`src/rtl/mem_arb_pkg.sv`:
```
// mem_arb_pkg: shared FSM states, port ids and constants for the memory arbiter
package mem_arb_pkg;
  typedef enum logic [1:0] {ARB_IDLE, ARB_GRANT_I, ARB_GRANT_D} arb_state_t;
  typedef enum logic {PORT_I, PORT_D} port_t;
  localparam logic [1:0] BYTESEL_WORD = 2'b11;
endpackage

```
`src/rtl/mem_arbiter.sv`:
```
// mem_arbiter: round-robin arbiter merging instruction and data ports onto one slave bus
module mem_arbiter
  import mem_arb_pkg::*;
#(
  parameter int addr_width = 19,
  parameter bit data_first = 1'b1
) (
  input  logic                  clk,
  input  logic                  reset,
  input  logic [addr_width:1]   i_addr,
  input  logic                  i_access,
  output logic                  i_ack,
  output logic [15:0]           i_data_in,
  input  logic [addr_width:1]   d_addr,
  input  logic [15:0]           d_data_out,
  input  logic                  d_access,
  output logic                  d_ack,
  input  logic                  d_wr_en,
  input  logic [1:0]            d_bytesel,
  input  logic                  d_lock,
  output logic [15:0]           d_data_in,
  output logic [addr_width:1]   q_addr,
  output logic [15:0]           q_data_out,
  output logic                  q_access,
  input  logic                  q_ack,
  output logic                  q_wr_en,
  output logic [1:0]            q_bytesel,
  input  logic [15:0]           q_data_in
);
  arb_state_t state, state_nxt;
  port_t      last_grant;
  logic       locked;
  logic       grant_i, grant_d, fwd_ack;
  // state register plus lock and fairness history, updated on each completion
  always_ff @(posedge clk)
    if (reset) begin
      state      <= ARB_IDLE;
      locked     <= 1'b0;
      last_grant <= data_first ? PORT_I : PORT_D;
    end else begin
      state <= state_nxt;
      if (q_ack && state != ARB_IDLE) begin
        locked     <= grant_d && d_lock;
        last_grant <= grant_d ? PORT_D : PORT_I;
      end
    end
  // next state: lock reserves the bus for data, ties alternate, grants always return to idle
  always_comb begin
    state_nxt = state;
    if (state == ARB_IDLE)
      state_nxt = locked                 ? (d_access ? ARB_GRANT_D : ARB_IDLE)
                : (i_access && d_access) ? (last_grant == PORT_D ? ARB_GRANT_I : ARB_GRANT_D)
                : d_access               ? ARB_GRANT_D
                : i_access               ? ARB_GRANT_I
                :                          ARB_IDLE;
    else if (q_ack)
      state_nxt = ARB_IDLE;
  end
  assign grant_i    = state == ARB_GRANT_I;
  assign grant_d    = state == ARB_GRANT_D;
  assign fwd_ack    = q_ack && !reset;
  assign q_access   = grant_i || grant_d;
  assign q_addr     = grant_d ? d_addr : grant_i ? i_addr : '0;
  assign q_data_out = grant_d ? d_data_out : '0;
  assign q_wr_en    = grant_d && d_wr_en;
  assign q_bytesel  = grant_d ? d_bytesel : grant_i ? BYTESEL_WORD : 2'b00;
  assign i_ack      = grant_i && fwd_ack;
  assign d_ack      = grant_d && fwd_ack;
  assign i_data_in  = i_ack ? q_data_in : '0;
  assign d_data_in  = d_ack ? q_data_in : '0;
endmodule
```
`config.mk`:
```
export PLATFORM = sky130hd
export DESIGN_NAME = mem_arbiter
export DESIGN_NICKNAME = d
export VERILOG_FILES = /design/src/rtl/mem_arb_pkg.sv /design/src/rtl/mem_arbiter.sv
export SDC_FILE = /design/constraint.sdc
export NUM_CORES = 1
export LEC_CHECK = 0
export ABC_AREA = 1
export ABC_CLOCK_PERIOD_IN_PS = 2700
export BUFFER_PORTS_ARGS = -buffer_cell sky130_fd_sc_hd__buf_2
export CORE_ASPECT_RATIO = 0.6
export CORE_UTILIZATION = 31
export DETAILED_ROUTE_END_ITERATION = 12
export PLACE_DENSITY_LB_ADDON = 0.12
export SLEW_MARGIN = 20
export SYNTH_ARGS = -nofsm -noshare
export SYNTH_HDL_FRONTEND = slang
export SYNTH_SLANG_ARGS = --single-unit
```
`constraint.sdc`:
```
create_clock -name clk -period 2.7 [get_ports clk]
set_input_delay 0.54 -clock clk [delete_from_list [all_inputs] [get_ports clk]]
set_output_delay 0.54 -clock clk [all_outputs]
set_load 0.01 [all_outputs]
```
==> impl_metrics.csv <==
group,metric,value,unit
power_and_ir_drop,vdd_drop_max,0.278,mV
layout,final_util,59.6,%
floorplanning,die_area,0.00335,mm2
power_and_ir_drop,switching_power,0.147,mW
min_path,holdPathEnd,"locked",
layout,stdcell_area,0.00173,mm2
drt,drt-met1-wl,1.69,mm
drt,vias,1543,
logic_synthesis,synth.largest_area_cell,"nand2_1",
setup_path,cp_data_arrival_time,1730,ps
sta,worst-slew-pin-transition,577,ps
logic_synthesis,synth.top_cell.area_share,26.5,%
placement,pre_cts_slack,666,ps
logic_synthesis,ys_seq_area_share,8.30,%
sta,hold_viol,0,
logic_synthesis,syn_nets,276,
setup_path,path_max_fanout,41,
logic_synthesis,synth_area_leaders,"nand2_1, inv_1, nand3_1",
min_path,min_path_type,"reg2reg",
floorplanning,num_rows,15,
drt,wl_per_cell,9.42,um
global_routing,grt_pass1_wl,4.97,mm
clock_tree,cts.clk_slew.worst_paths,30,ps
placement,numPortBuffers,151,
power_and_ir_drop,p_seq_share,16.2,%
setup_path,worstReg2RegEnd,"last_grant",
logic_synthesis,synthDistinctLibCells,16,
sta,finalCritPeriodShare,84.2,%
placement,placed_cells,377,
sta,fin_setup_tns,0,ps
logic_synthesis,synth_flop_cell,"dfxtp_1",
power_and_ir_drop,p_total,0.396,mW
sta,slew_viol_final,0,
global_routing,grt_use_total,19.0,%
drt,route.met2.wl,1.60,mm
logic_synthesis,ys_seq_elements,4,
setup_path,crit_required,2160,ps
floorplanning,core,0.00291,mm2
drt,vias_per_cell,4.06,
clock_tree,post-cts-setup-buffers,0,
drt,wirelength,3.58,mm
sta,fmax,440,MHz
logic_synthesis,synthCells,194,
sta,rsz0062_at_grt,"no",
sta,finClkSkew,2.47,ps
power_and_ir_drop,switching_share,37.0,%
setup_path,r2r_cells,5,
placement,gp_congestion,0.722,
floorplanning,die_y,45.2,um
drt,antenna_left,0,
sta,holdWs,494,ps
power_and_ir_drop,intPower,0.249,mW
drt,top_layer,"met4",
power_and_ir_drop,p_comb_share,52.4,%
logic_synthesis,syn_area,965,um2
clock_tree,clk_latency,210,ps
drt,dr_wl_met3,254,um
min_path,hp-start,"locked",
power_and_ir_drop,clkPwrFrac,31.5,%
setup_path,r2r_slack,1390,ps
logic_synthesis,ys_top_cells_by_count,"nand2_1, inv_1, nand3_1, nor2_1, nor2_2",
logic_synthesis,synth.most_common_cell,"nand2_1",
floorplanning,start_util,33.2,%
layout,fin_nets,422,
drt,drtPass1Iterations,4,
clock_tree,h-tree-depth,1,
flow_run,maxCapViolations,0,
clock_tree,clock_sinks,4,
power_and_ir_drop,power_density,228,mW/mm2
layout,synthToLayoutAreaGrowth,79.6,%
setup_path,r2r-start,"state[0]",
placement,placed_cell_area,0.00169,mm2
global_routing,grt_max_degree,42,
clock_tree,cts_buffers,3,
placement,hpwl,2.91,mm
sta,slew_headroom,61.5,%
layout,instances_no_fill,380,
clock_tree,cts_root_buf,"clkbuf_8",
logic_synthesis,syn_avg_cell_area,4.97,um2
layout,n_antenna_cell,0,
sta,setup_viol,0,
sta,period_needed,2270,ps
logic_synthesis,synthArstFlopShare,0,%
floorplanning,ios,152,
clock_tree,ctsLongestPathBuffers,2,
setup_path,path_class,"reg2out",
floorplanning,die_w,74.0,um
logic_synthesis,synth-edff-count,0,
setup_path,start_kind,"register",
clock_tree,cts_resized,0,
logic_synthesis,ys.warnings.count,0,
global_routing,grt_overflow,0,
drt,drc,0,
drt,drtIter0Drc,52,
global_routing,grt_pass1_vias,1130,
global_routing,antenna_found_initial,0,
min_path,whs_path_depth,2,
sta,worst_slack,426,ps
setup_path,end_kind,"output port",
power_and_ir_drop,p_leak,1.37,nW
clock_tree,cts_tree,"built",
layout,drive_gt1_share,50.0,%
run_status,outcome,"finished clean",
clock_tree,cts_hold_buf,0,
[cells by family (layout without fill, tap and decap cells)]
kind of cell    after synthesis  in the layout  share of synthesized area [%]
buf+inv                      56            200                           27.1
fa+ha+maj                     3              3                           3.89
simple gates                127            127                           58.6
flops                         4              4                           8.30
compound gates                4              4                           2.08
[layout by cell type (no fill, tap or decap), types with 2 or more instances in the layout]
master / synthesis / layout
clkbuf_8: 0 / 3
nand3_4: 2 / 2
buf_2: 5 / 151
inv_1: 43 / 43
ha_1: 3 / 3
dfxtp_1: 4 / 4
buf_4: 3 / 2
nor2_1: 23 / 23
nand2_1: 68 / 68
nor2_2: 9 / 9
nand3_1: 23 / 23
a21oi_1: 4 / 4
[registers in the layout (all words and copies together) (netlist names)]
name	cells
state	2
last_grant	1
locked	1
[area by class of cell]
class                   instances  area, um2
multi-input cells             134        623
flip-flops and latches          4       80.1
well taps                      42       52.6
repair buffers                153        771
clock buffers                   3       41.3
inverters                      44        165
fillers                       291       1180
[power groups by stage]
stage               Sequential, mW  Combinational (mW)  Clock, mW
floorplan                   0.0642               0.112          0
detailed placement          0.0648               0.207          0
global route                0.0645               0.231      0.132
global placement            0.0645               0.208          0
finish                      0.0640               0.207      0.125
CTS                         0.0640               0.209      0.128
[worst max-delay path by stage]
stage | start | end | slack (ps) | cells past startpoint
6_report | state[0] | d_data_in[7] | 430 | 6
5_1_grt | state[0] | d_data_in[14] | 290 | 6
4_1_cts | state[0] | d_data_in[7] | 440 | 6
3_5_place_dp | state[0] | d_data_in[7] | 670 | 6
3_3_place_gp | state[0] | d_data_in[9] | 750 | 6
2_1_floorplan | state[0] | q_addr[19] | 1080 | 7
[worst max-delay path: stages, from the launching register on]
cell	delay, ps
dfxtp_1	310
inv_1	80
ha_1	170
buf_4	360
nand3_4	250
nor2_1	190
buf_2	150
[per-layer routing]
metal	vias up	GRT usage, %
li1	848	-
met1	625	25.3
met2	66	32.9
met3	4	2.46
met4	0	4.23
met5	-	0
No activity file was read; power rests on OpenSTA's default activity.
